--- src/rtl/pc_seq_pkg.sv ---
// Shared types for the program-sequencing unit: next-PC operations and run states.
// Latency: n/a (types and a pure decode helper only).
// Backpressure: n/a.
package pc_seq_pkg;

    // Next-PC operation; raw encodings 5..7 are not listed and decode as PC_INC.
    typedef enum logic [2:0] {
        PC_INC  = 3'd0,
        PC_BR   = 3'd1,
        PC_JMP  = 3'd2,
        PC_CALL = 3'd3,
        PC_RET  = 3'd4
    } pc_op_e;

    // Run/halt sequencing state.
    typedef enum logic [1:0] {
        IDLE = 2'd0,
        RUN  = 2'd1,
        HALT = 2'd2
    } pc_state_e;

    // Map the raw 3-bit op field onto the enum, folding reserved codes to PC_INC.
    function automatic pc_op_e decode_op(input logic [2:0] raw);
        pc_op_e op;
        case (raw)
            3'd1:    op = PC_BR;
            3'd2:    op = PC_JMP;
            3'd3:    op = PC_CALL;
            3'd4:    op = PC_RET;
            default: op = PC_INC;
        endcase
        return op;
    endfunction

endpackage

--- src/rtl/pc_seq_unit_if.sv ---
// Control/status bundle between the fetch controller and pc_seq_unit.
// Latency: n/a (wiring only); all status fields are registered inside the unit.
// Backpressure: stall is the only hold-off; there is no ready/valid on this bundle.
interface pc_seq_unit_if #(
    parameter int AW    = 12,
    parameter int OFF_W = 8
);
    logic             start;
    logic             done;
    logic             stall;
    logic [2:0]       op;
    logic             cond;
    logic [OFF_W-1:0] offset;
    logic [AW-1:0]    target;
    logic [AW-1:0]    pc_out;
    logic             running;
    logic             halted;
    logic             ras_ovf;
    logic             ras_unf;

    // Controller side: drives control, observes PC and status.
    modport master (
        output start, done, stall, op, cond, offset, target,
        input  pc_out, running, halted, ras_ovf, ras_unf
    );

    // Sequencer side: consumes control, produces PC and status.
    modport slave (
        input  start, done, stall, op, cond, offset, target,
        output pc_out, running, halted, ras_ovf, ras_unf
    );

endinterface

--- src/rtl/pc_seq_unit_ras.sv ---
// Bounded return-address LIFO; push when full and pop when empty are ignored.
// Latency: push/pop/clr take effect on the next edge; dout shows the current top combinationally from storage.
// Backpressure: none; full/empty are reported so the caller can flag dropped operations.
module pc_ras #(
    parameter int W     = 12,
    parameter int DEPTH = 4
) (
    input  logic         clk,
    input  logic         reset,
    input  logic         push,
    input  logic         pop,
    input  logic         clr,
    input  logic [W-1:0] din,
    output logic [W-1:0] dout,
    output logic         full,
    output logic         empty
);
    // Pointer counts occupancy 0..DEPTH; index width only needs to address DEPTH slots.
    localparam int PW = $clog2(DEPTH + 1);
    localparam int IW = (DEPTH > 1) ? $clog2(DEPTH) : 1;

    logic [W-1:0]  mem [DEPTH];
    logic [PW-1:0] ptr;
    logic [PW-1:0] top;
    logic [IW-1:0] wr_idx;
    logic [IW-1:0] rd_idx;

    assign full   = (ptr == PW'(DEPTH));
    assign empty  = (ptr == '0);
    assign top    = ptr - PW'(1);
    assign wr_idx = ptr[IW-1:0];
    assign rd_idx = top[IW-1:0];
    assign dout   = mem[rd_idx];

    // Pointer and storage update; clear wins, overfull pushes and empty pops are dropped.
    always_ff @(posedge clk or posedge reset) begin
        if (reset) begin
            ptr <= '0;
            for (int i = 0; i < DEPTH; i++) begin
                mem[i] <= '0;
            end
        end else if (clr) begin
            ptr <= '0;
        end else if (push && !full) begin
            mem[wr_idx] <= din;
            ptr         <= ptr + PW'(1);
        end else if (pop && !empty) begin
            ptr <= top;
        end
    end

endmodule

--- src/rtl/pc_seq_unit.sv ---
// Fetch-stage PC sequencer: INC/BR/JMP/CALL/RET next-PC select gated by an IDLE/RUN/HALT machine.
// Latency: 1 cycle from op sample to pc_out; every output is a register.
// Backpressure: stall holds PC, RAS and flags in RUN; done (higher priority) halts the run.
module pc_seq_unit
    import pc_seq_pkg::*;
#(
    parameter int            AW         = 12,
    parameter int            OFF_W      = 8,
    parameter int            RAS_DEPTH  = 4,
    parameter logic [AW-1:0] RESET_ADDR = '0
) (
    input  logic         clk,
    input  logic         reset,
    pc_seq_unit_if.slave bus
);
    pc_state_e               state;
    logic [AW-1:0]           pc_q;
    logic [AW-1:0]           pc_nxt;
    logic [AW-1:0]           pc_inc;
    logic [AW-1:0]           ras_dout;
    logic signed [OFF_W-1:0] off_s;
    pc_op_e                  op_d;
    logic                    advance;
    logic                    begin_run;
    logic                    ras_push;
    logic                    ras_pop;
    logic                    ras_full;
    logic                    ras_empty;
    logic                    running_q;
    logic                    halted_q;
    logic                    ovf_q;
    logic                    unf_q;

    // PC only advances in RUN with neither done nor stall; a run (re)starts from IDLE or HALT.
    assign advance   = (state == RUN) && !bus.done && !bus.stall;
    assign begin_run = (state != RUN) && bus.start;
    assign op_d      = decode_op(bus.op);
    assign off_s     = bus.offset;
    assign pc_inc    = pc_q + AW'(1);
    assign ras_push  = advance && (op_d == PC_CALL);
    assign ras_pop   = advance && (op_d == PC_RET);

    // Return stack; the return address pushed by CALL is the instruction after the call.
    pc_ras #(
        .W     (AW),
        .DEPTH (RAS_DEPTH)
    ) u_ras (
        .clk   (clk),
        .reset (reset),
        .push  (ras_push),
        .pop   (ras_pop),
        .clr   (begin_run),
        .din   (pc_inc),
        .dout  (ras_dout),
        .full  (ras_full),
        .empty (ras_empty)
    );

    // Next-PC select; all sums wrap silently at AW bits, an empty-stack RET falls through.
    always_comb begin
        pc_nxt = pc_inc;
        case (op_d)
            PC_BR:   pc_nxt = bus.cond ? (pc_q + AW'(off_s)) : pc_inc;
            PC_JMP:  pc_nxt = bus.target;
            PC_CALL: pc_nxt = bus.target;
            PC_RET:  pc_nxt = ras_empty ? pc_inc : ras_dout;
            default: pc_nxt = pc_inc;
        endcase
    end

    // Run/halt machine with registered status, PC register and sticky stack flags.
    always_ff @(posedge clk or posedge reset) begin
        if (reset) begin
            state     <= IDLE;
            pc_q      <= RESET_ADDR;
            running_q <= 1'b0;
            halted_q  <= 1'b0;
            ovf_q     <= 1'b0;
            unf_q     <= 1'b0;
        end else begin
            case (state)
                RUN: begin
                    if (bus.done) begin
                        state     <= HALT;
                        running_q <= 1'b0;
                        halted_q  <= 1'b1;
                    end else if (!bus.stall) begin
                        pc_q <= pc_nxt;
                        if (ras_push && ras_full) begin
                            ovf_q <= 1'b1;
                        end
                        if (ras_pop && ras_empty) begin
                            unf_q <= 1'b1;
                        end
                    end
                end
                default: begin
                    if (bus.start) begin
                        state     <= RUN;
                        pc_q      <= RESET_ADDR;
                        running_q <= 1'b1;
                        halted_q  <= 1'b0;
                        ovf_q     <= 1'b0;
                        unf_q     <= 1'b0;
                    end
                end
            endcase
        end
    end

    assign bus.pc_out  = pc_q;
    assign bus.running = running_q;
    assign bus.halted  = halted_q;
    assign bus.ras_ovf = ovf_q;
    assign bus.ras_unf = unf_q;

endmodule

--- src/flat_wrapper.sv ---
// flat-port wrapper written by rule: the top's interface ports become plain ports
module pc_seq_unit_flat import pc_seq_pkg::*;
#(
    parameter int            AW         = 12,
    parameter int            OFF_W      = 8,
    parameter int            RAS_DEPTH  = 4,
    parameter logic [AW-1:0] RESET_ADDR = '0
)
  (clk, reset, bus_start, bus_done, bus_stall, bus_op, bus_cond, bus_offset, bus_target, bus_pc_out, bus_running, bus_halted, bus_ras_ovf, bus_ras_unf);
  pc_seq_unit_if #(.AW(AW), .OFF_W(OFF_W)) bus_i ();
  input  logic clk;
  input  logic reset;
  input wire logic [$bits(bus_i.start)-1:0] bus_start;
  input wire logic [$bits(bus_i.done)-1:0] bus_done;
  input wire logic [$bits(bus_i.stall)-1:0] bus_stall;
  input wire logic [$bits(bus_i.op)-1:0] bus_op;
  input wire logic [$bits(bus_i.cond)-1:0] bus_cond;
  input wire logic [$bits(bus_i.offset)-1:0] bus_offset;
  input wire logic [$bits(bus_i.target)-1:0] bus_target;
  output wire logic [$bits(bus_i.pc_out)-1:0] bus_pc_out;
  output wire logic [$bits(bus_i.running)-1:0] bus_running;
  output wire logic [$bits(bus_i.halted)-1:0] bus_halted;
  output wire logic [$bits(bus_i.ras_ovf)-1:0] bus_ras_ovf;
  output wire logic [$bits(bus_i.ras_unf)-1:0] bus_ras_unf;
  assign bus_i.start = bus_start;
  assign bus_i.done = bus_done;
  assign bus_i.stall = bus_stall;
  assign bus_i.op = bus_op;
  assign bus_i.cond = bus_cond;
  assign bus_i.offset = bus_offset;
  assign bus_i.target = bus_target;
  assign bus_pc_out = bus_i.pc_out;
  assign bus_running = bus_i.running;
  assign bus_halted = bus_i.halted;
  assign bus_ras_ovf = bus_i.ras_ovf;
  assign bus_ras_unf = bus_i.ras_unf;
  pc_seq_unit #(.AW(AW), .OFF_W(OFF_W), .RAS_DEPTH(RAS_DEPTH), .RESET_ADDR(RESET_ADDR)) u_core (.clk(clk), .reset(reset), .bus(bus_i));
endmodule
--- config.mk ---
export PLATFORM = sky130hd
export DESIGN_NAME = pc_seq_unit_flat
export DESIGN_NICKNAME = d
export VERILOG_FILES = /design/src/rtl/pc_seq_pkg.sv /design/src/rtl/pc_seq_unit_if.sv /design/src/rtl/pc_seq_unit_ras.sv /design/src/rtl/pc_seq_unit.sv /design/src/flat_wrapper.sv
export SDC_FILE = /design/constraint.sdc
export NUM_CORES = 1
export LEC_CHECK = 0
export BUFFER_PORTS_ARGS = -buffer_cell sky130_fd_sc_hd__buf_4
export CAP_MARGIN = 20
export CORE_ASPECT_RATIO = 1.25
export CORE_MARGIN = 2
export CORE_UTILIZATION = 30
export CTS_CLUSTER_SIZE = 8
export DETAILED_ROUTE_END_ITERATION = 16
export PLACE_DENSITY = 0.46
export SLEW_MARGIN = 30
export SYNTH_ARGS = -nofsm -noshare
export SYNTH_HDL_FRONTEND = slang
export SYNTH_SLANG_ARGS = --single-unit
--- constraint.sdc ---
create_clock -name clk -period 7.7 [get_ports clk]
set_input_delay 0 -clock clk [delete_from_list [all_inputs] [get_ports clk]]
set_output_delay 0 -clock clk [all_outputs]
set_load 0.005 [all_outputs]
### Word level (Yosys, flattened, before mapping)

Cells that the tools add are included.
W data, S select, Z words.

* register bits after elaboration: 69
* input bits: 29
* output and inout port bits: 16
* word-level logic and storage cells: 94

* $add $sub $neg: 4
* order comparisons: 3
* equal/unequal tests: 16
* multiplexer cells: 34
* bitwise logic cells: 3
* reduce and logical (&&, ||, !) cells: 23

Operators with widths (count)
* $mux W12: 9
* $bwmux W48: 1
* $pmux W12 S3: 1
* $bmux W12 S2: 1
* $demux W12 S2: 1
* $mux W1: 14
* $add A12 B1 Y12 const B: 1
* $add A12 B12 Y12: 1
* $eq A3 B2 Y1 const B: 4
* $pmux W3 S4: 1
* $logic_and A1 B1 Y1: 10
* $ne A2 B2 Y1 const B: 5
* $eq A3 B3 Y1 const B: 3
* $mux W3: 3
* $reduce_and A4 Y1: 2
* $eq A3 B1 Y1 const B: 2
* $ge A3 B3 Y1 const B: 2
* $mux W2: 3
* $not A2 Y3: 2
* $logic_not A1 Y1: 4
* $reduce_and A2 Y1: 2
* $add A3 B1 Y3 const B: 1
* $logic_not A3 Y1: 1
* $lt A3 B1 Y1 const B: 1
* 8 further kinds: 8

### Longest topological paths before layout

* depth after elaboration: 10
* mapped depth: 12

### Modules after synthesis

Synthesis repeated with hierarchy kept, for this count alone.

* cells, all modules: 336
* area, all modules: 4191.5 um2

By module, submodules not included
* pc_ras: instances 1, cells each 155, area each 2587.5 um2, seq. area each 1276.2 um2
* pc_seq_unit: instances 1, cells each 181, area each 1604.0 um2, seq. area each 400.4 um2

### Least setup slack after synthesis

No wires, ideal clock.

* kind: register to register
* start: register u_core.u_ras.ptr[0]
* end: register u_core.pc_q[3] (netlist: u_core.bus.pc_out[3])
* library setup time: 0.135 ns
* arrival time: 2.277 ns
* path slack: 5.287 ns
* stages on the path, launching flop included: 12
* path buffers: 4
* period minus slack after synthesis: 2.413 ns
* cell sequence: dfrtp_1 -> buf_6 -> clkbuf_8 -> inv_1 -> ha_1 -> buf_2 -> buf_2 -> mux4_2 -> nand2_1 -> o21ai_0 -> a221oi_1 -> o21ai_0

* cells in the longest elaborated chain, start to end: 10
* elaborated cells on any way between the ends: 11
* those cells by class: 1 x add/sub; 8 x mux; 1 x bitwise; 1 x reduce/logical

RTL lines
* start, declared: line pc_seq_unit_ras.sv:23 `logic [PW-1:0] ptr;`
* start signal, assigned: line pc_seq_unit_ras.sv:46 `ptr <= ptr + PW'(1);`
* start signal, assigned: line pc_seq_unit_ras.sv:48 `ptr <= top;`
* $sub A3 B1 Y3: line pc_seq_unit_ras.sv:30 `assign top = ptr - PW'(1);`
* $not A2 Y3 (implied by the code): line pc_seq_unit_ras.sv:33 `assign dout = mem[rd_idx];`
* $bmux W12 S2: line pc_seq_unit_ras.sv:33
* $mux W12 (implied by the code) (2 in a row): line pc_seq_unit_ras.sv:33
* $mux W12 *: line pc_seq_unit.sv:66 `PC_RET: pc_nxt = ras_empty ? pc_inc : ras_dout;`
* $pmux W12 S3 *: line pc_seq_unit.sv:62 `case (op_d)`
* $mux W12 *: line pc_seq_unit.sv:87 `end else if (!bus.stall) begin`
* $mux W12 *: line pc_seq_unit.sv:83 `if (bus.done) begin`
* $mux W12 *: line pc_seq_unit.sv:81 `case (state)`
* end signal, assigned: line pc_seq_unit.sv:88 `pc_q <= pc_nxt;`
* end, declared: line pc_seq_unit.sv:17 `logic [AW-1:0] pc_q;`

Every way passes the cells marked *; elsewhere a longest branch is shown, timed or not. The select of a mux whose other input is x is not followed.
A chain may end at the register's enable or synchronous reset.

### Worst setup path in the final report

* start: register u_core.u_ras.ptr[0]
* end: register u_core.pc_q[0] (netlist: u_core.bus.pc_out[0])

The elaborated chain is that of the path after synthesis.

==> out/metrics.yaml <==
run_status:
  status: "finished clean"
synthesis:
  yosys.area.top_type_share_pct: 42.5
  ys_types: 59
  async_reset_ff_share_pct: 100
  ys_ff_latch: 67
  yosysTopAreaCell: "dfrtp_1"
  syn_avg_cell_area_sq_um: 9.85
  synthTopCellsByArea: "dfrtp_1, o21ai_0, nand2_1"
  syn-num-nets: 448
  yosysSeqAreaShare_pct: 42.5
  synth-warning-count: 0
  ys.flop_type: "dfrtp_1"
  synth.most_common_cell: "nand2_1"
  synth_top_cells_by_count: "nand2_1, dfrtp_1, o21ai_0"
  postSynthCellCount: 400
  synth_edf_count: 0
  synth.cell_area_sq_um: 3940
floorplan:
  die_area_sq_um: 14100
  core_area_sq_um: 12800
  initial_core_util_pct: 30.8
  die_y_um: 132
  io_pins: 45
  die_width_um: 107
  rows: 46
timing:
  report.final.slew_viol_count: 0
  tightest_slew_ps: 914
  rsz0062_at_grt: "false"
  post-route-period-util_pct: 41.6
  fin_skew_ps: 8.51
  max_freq_ghz: 0.312
  fin_crit_ps: 3210
  setup_viol: 0
  fin_tns_setup_ps: 0
  relSlewSlack_pct: 38.8
  fin_hold_ws_ps: 25.6
  hold_viol: 0
clocking:
  clkSinkCount: 67
  post-cts-setup-buffers: 0
  cts_tree: "done"
  root_buffer: "clkbuf_16"
  cts_buffer_depth: 2
  cts-buffers-inserted: 9
  clk_latency_ps: 330
  htreeDepth: 3
  cts.clk_slew.worst_paths_ps: 60
placement:
  gp_congestion: 0.840
  numPortBuffers: 44
  dp_hpwl_mm: 7.90
  dpl.cell_count: 593
setup_path:
  worst_setup_path_end_kind: "flip-flop"
  cp.required_ps: 7920
  crit_family: "flip-flops"
  critical_path_arrival_ps: 3420
  crit_slowest_cell: "dfrtp_1"
  path_cells: "inv_1 -> ha_1 -> mux4_2 -> a222oi_1 -> o21ai_1 -> a22o_1"
  critPathMaxFanout: 16
  critPathBufInv: 1
  critPathLaunchType: "flip-flop"
  critPathKind: "reg -> reg"
  cpPeakStageDelay_ps: 870
routing:
  drc: 0
  vias: 3226
  via_per_inst: 5.23
  dr.first_iter.drc_count: 159
  dr.pass1.iters: 5
  drt-total-wl_mm: 11.1
  wl_per_cell_um: 18.0
  antenna_left: 0
grt:
  grt_pass1_wl_mm: 18.0
  grt_pass1_vias: 3268
  overflow: 0
  grt_max_degree: 68
  antenna_found_initial: 0
  grt_usage_pct: 16.6
finish:
  areaGrowthSynthToFinish_pct: 23.2
  utilization_pct: 38.0
  num_antenna_cells: 0
  layout-drive-gt1-share_pct: 19.2
  nets: 492
  fin_cells: 617
run:
  cap_violations: 0
power:
  vdd_drop_max_uv: 109
  p_leak_nw: 2.11
  p_per_area_nw_per_um2: 274
hold_path:
  hp-class: "in -> reg"
## per-stage QoR
stage	cell area, sq um	worst slack, ps	total power, mW
3_5_place_dp	4400	4500	0.811
4_1_cts	4850	4450	1.34
3_3_place_gp	4390	4300	0.809
5_1_grt	4860	4250	1.40
2_1_floorplan	3940	5290	0.671
6_report	4860	4490	1.33
## placed cells by master, fill, tap and decap left out, types with 9 or more instances in the layout
cell / count
xnor2_1: 12
o21ai_0: 59
a21oi_1: 16
buf_4: 44
nor2_1: 20
ha_1: 18
nand2_1: 68
mux4_2: 9
clkbuf_16: 9
dfrtp_1: 67
## layout make-up
class                   instances  area (sq um)
clock inverters                 4           120
multi-input cells             305          2140
repair buffers                 53           422
flip-flops and latches         67          1680
well taps                     168           210
inverters                       8          30.0
fillers                      1301          7920
clock buffers                  12           256
## cell families (layout without fill, tap and decap cells)
kind of cell    after synthesis  count (layout)  synth area share (%)
compound gates              119             119                  18.6
fa+ha+maj                    19              19                  6.22
flops                        67              67                  42.5
buf+inv                      28              77                  3.33
simple gates                127             127                  15.4
mux                          21              21                  9.68
xor+xnor                     19              19                  4.22
## final timing paths
path                            slack (ps)  depth (start not counted)                               end                              from
worst max-delay path                  4490                          6  u_core.bus.pc_out[0]$_DFFE_PP0P_   u_core.u_ras.ptr[0]$_DFFE_PP0P_
worst min-delay path                    30                          5  u_core.bus.pc_out[5]$_DFFE_PP0P_                     bus_target[5]
worst max register to register        4490                          6  u_core.bus.pc_out[0]$_DFFE_PP0P_   u_core.u_ras.ptr[0]$_DFFE_PP0P_
worst min register to register         480                          2  u_core.u_ras.mem[20]$_DFFE_PP0P_  u_core.u_ras.mem[20]$_DFFE_PP0P_
max in group asynchronous             6860                          4   u_core.u_ras.ptr[1]$_DFFE_PP0P_                             reset
min in group asynchronous              400                          4  u_core.bus.pc_out[7]$_DFFE_PP0P_                             reset
## repair_timing
action,4_1_cts,5_1_grt
hold buffers,8,0
endpoints found under the hold margin,38,0
gates resized for setup,0,0
## routing by layer
metal / GRT usage, % / part of all wire [%]
met4: 5.63 / 1.7
met5: 0 / 0
met1: 21.7 / 43
met2: 27.8 / 51
met3: 3.06 / 3.9
## power by group
group | switching (mW) | leakage, nW | internal, mW | total [mW]
sequential | 0.0722 | 0.921 | 0.394 | 0.467
combinational | 0.193 | 1.01 | 0.155 | 0.348
clock | 0.151 | 0.183 | 0.367 | 0.518
## worst min-delay path: cells and delay by family
| family | cells | cell delay, ps |
|---|---|---|
| AND/OR/NAND/NOR | 1 | 30 |
| AO/OA/AOI/OAI | 3 | 200 |
| buffers and inverters | 1 | 80 |
## flip-flops by register name, indices dropped and copies added, names as in the netlist
name                cells
u_core.u_ras.ptr        3
u_core.bus.ras_ovf      1
u_core.bus.ras_unf      1
u_core.u_ras.mem       48
u_core.state            1
u_core.bus.pc_out      12
u_core.bus.halted       1
No activity file was read; power rests on OpenSTA's default activity.
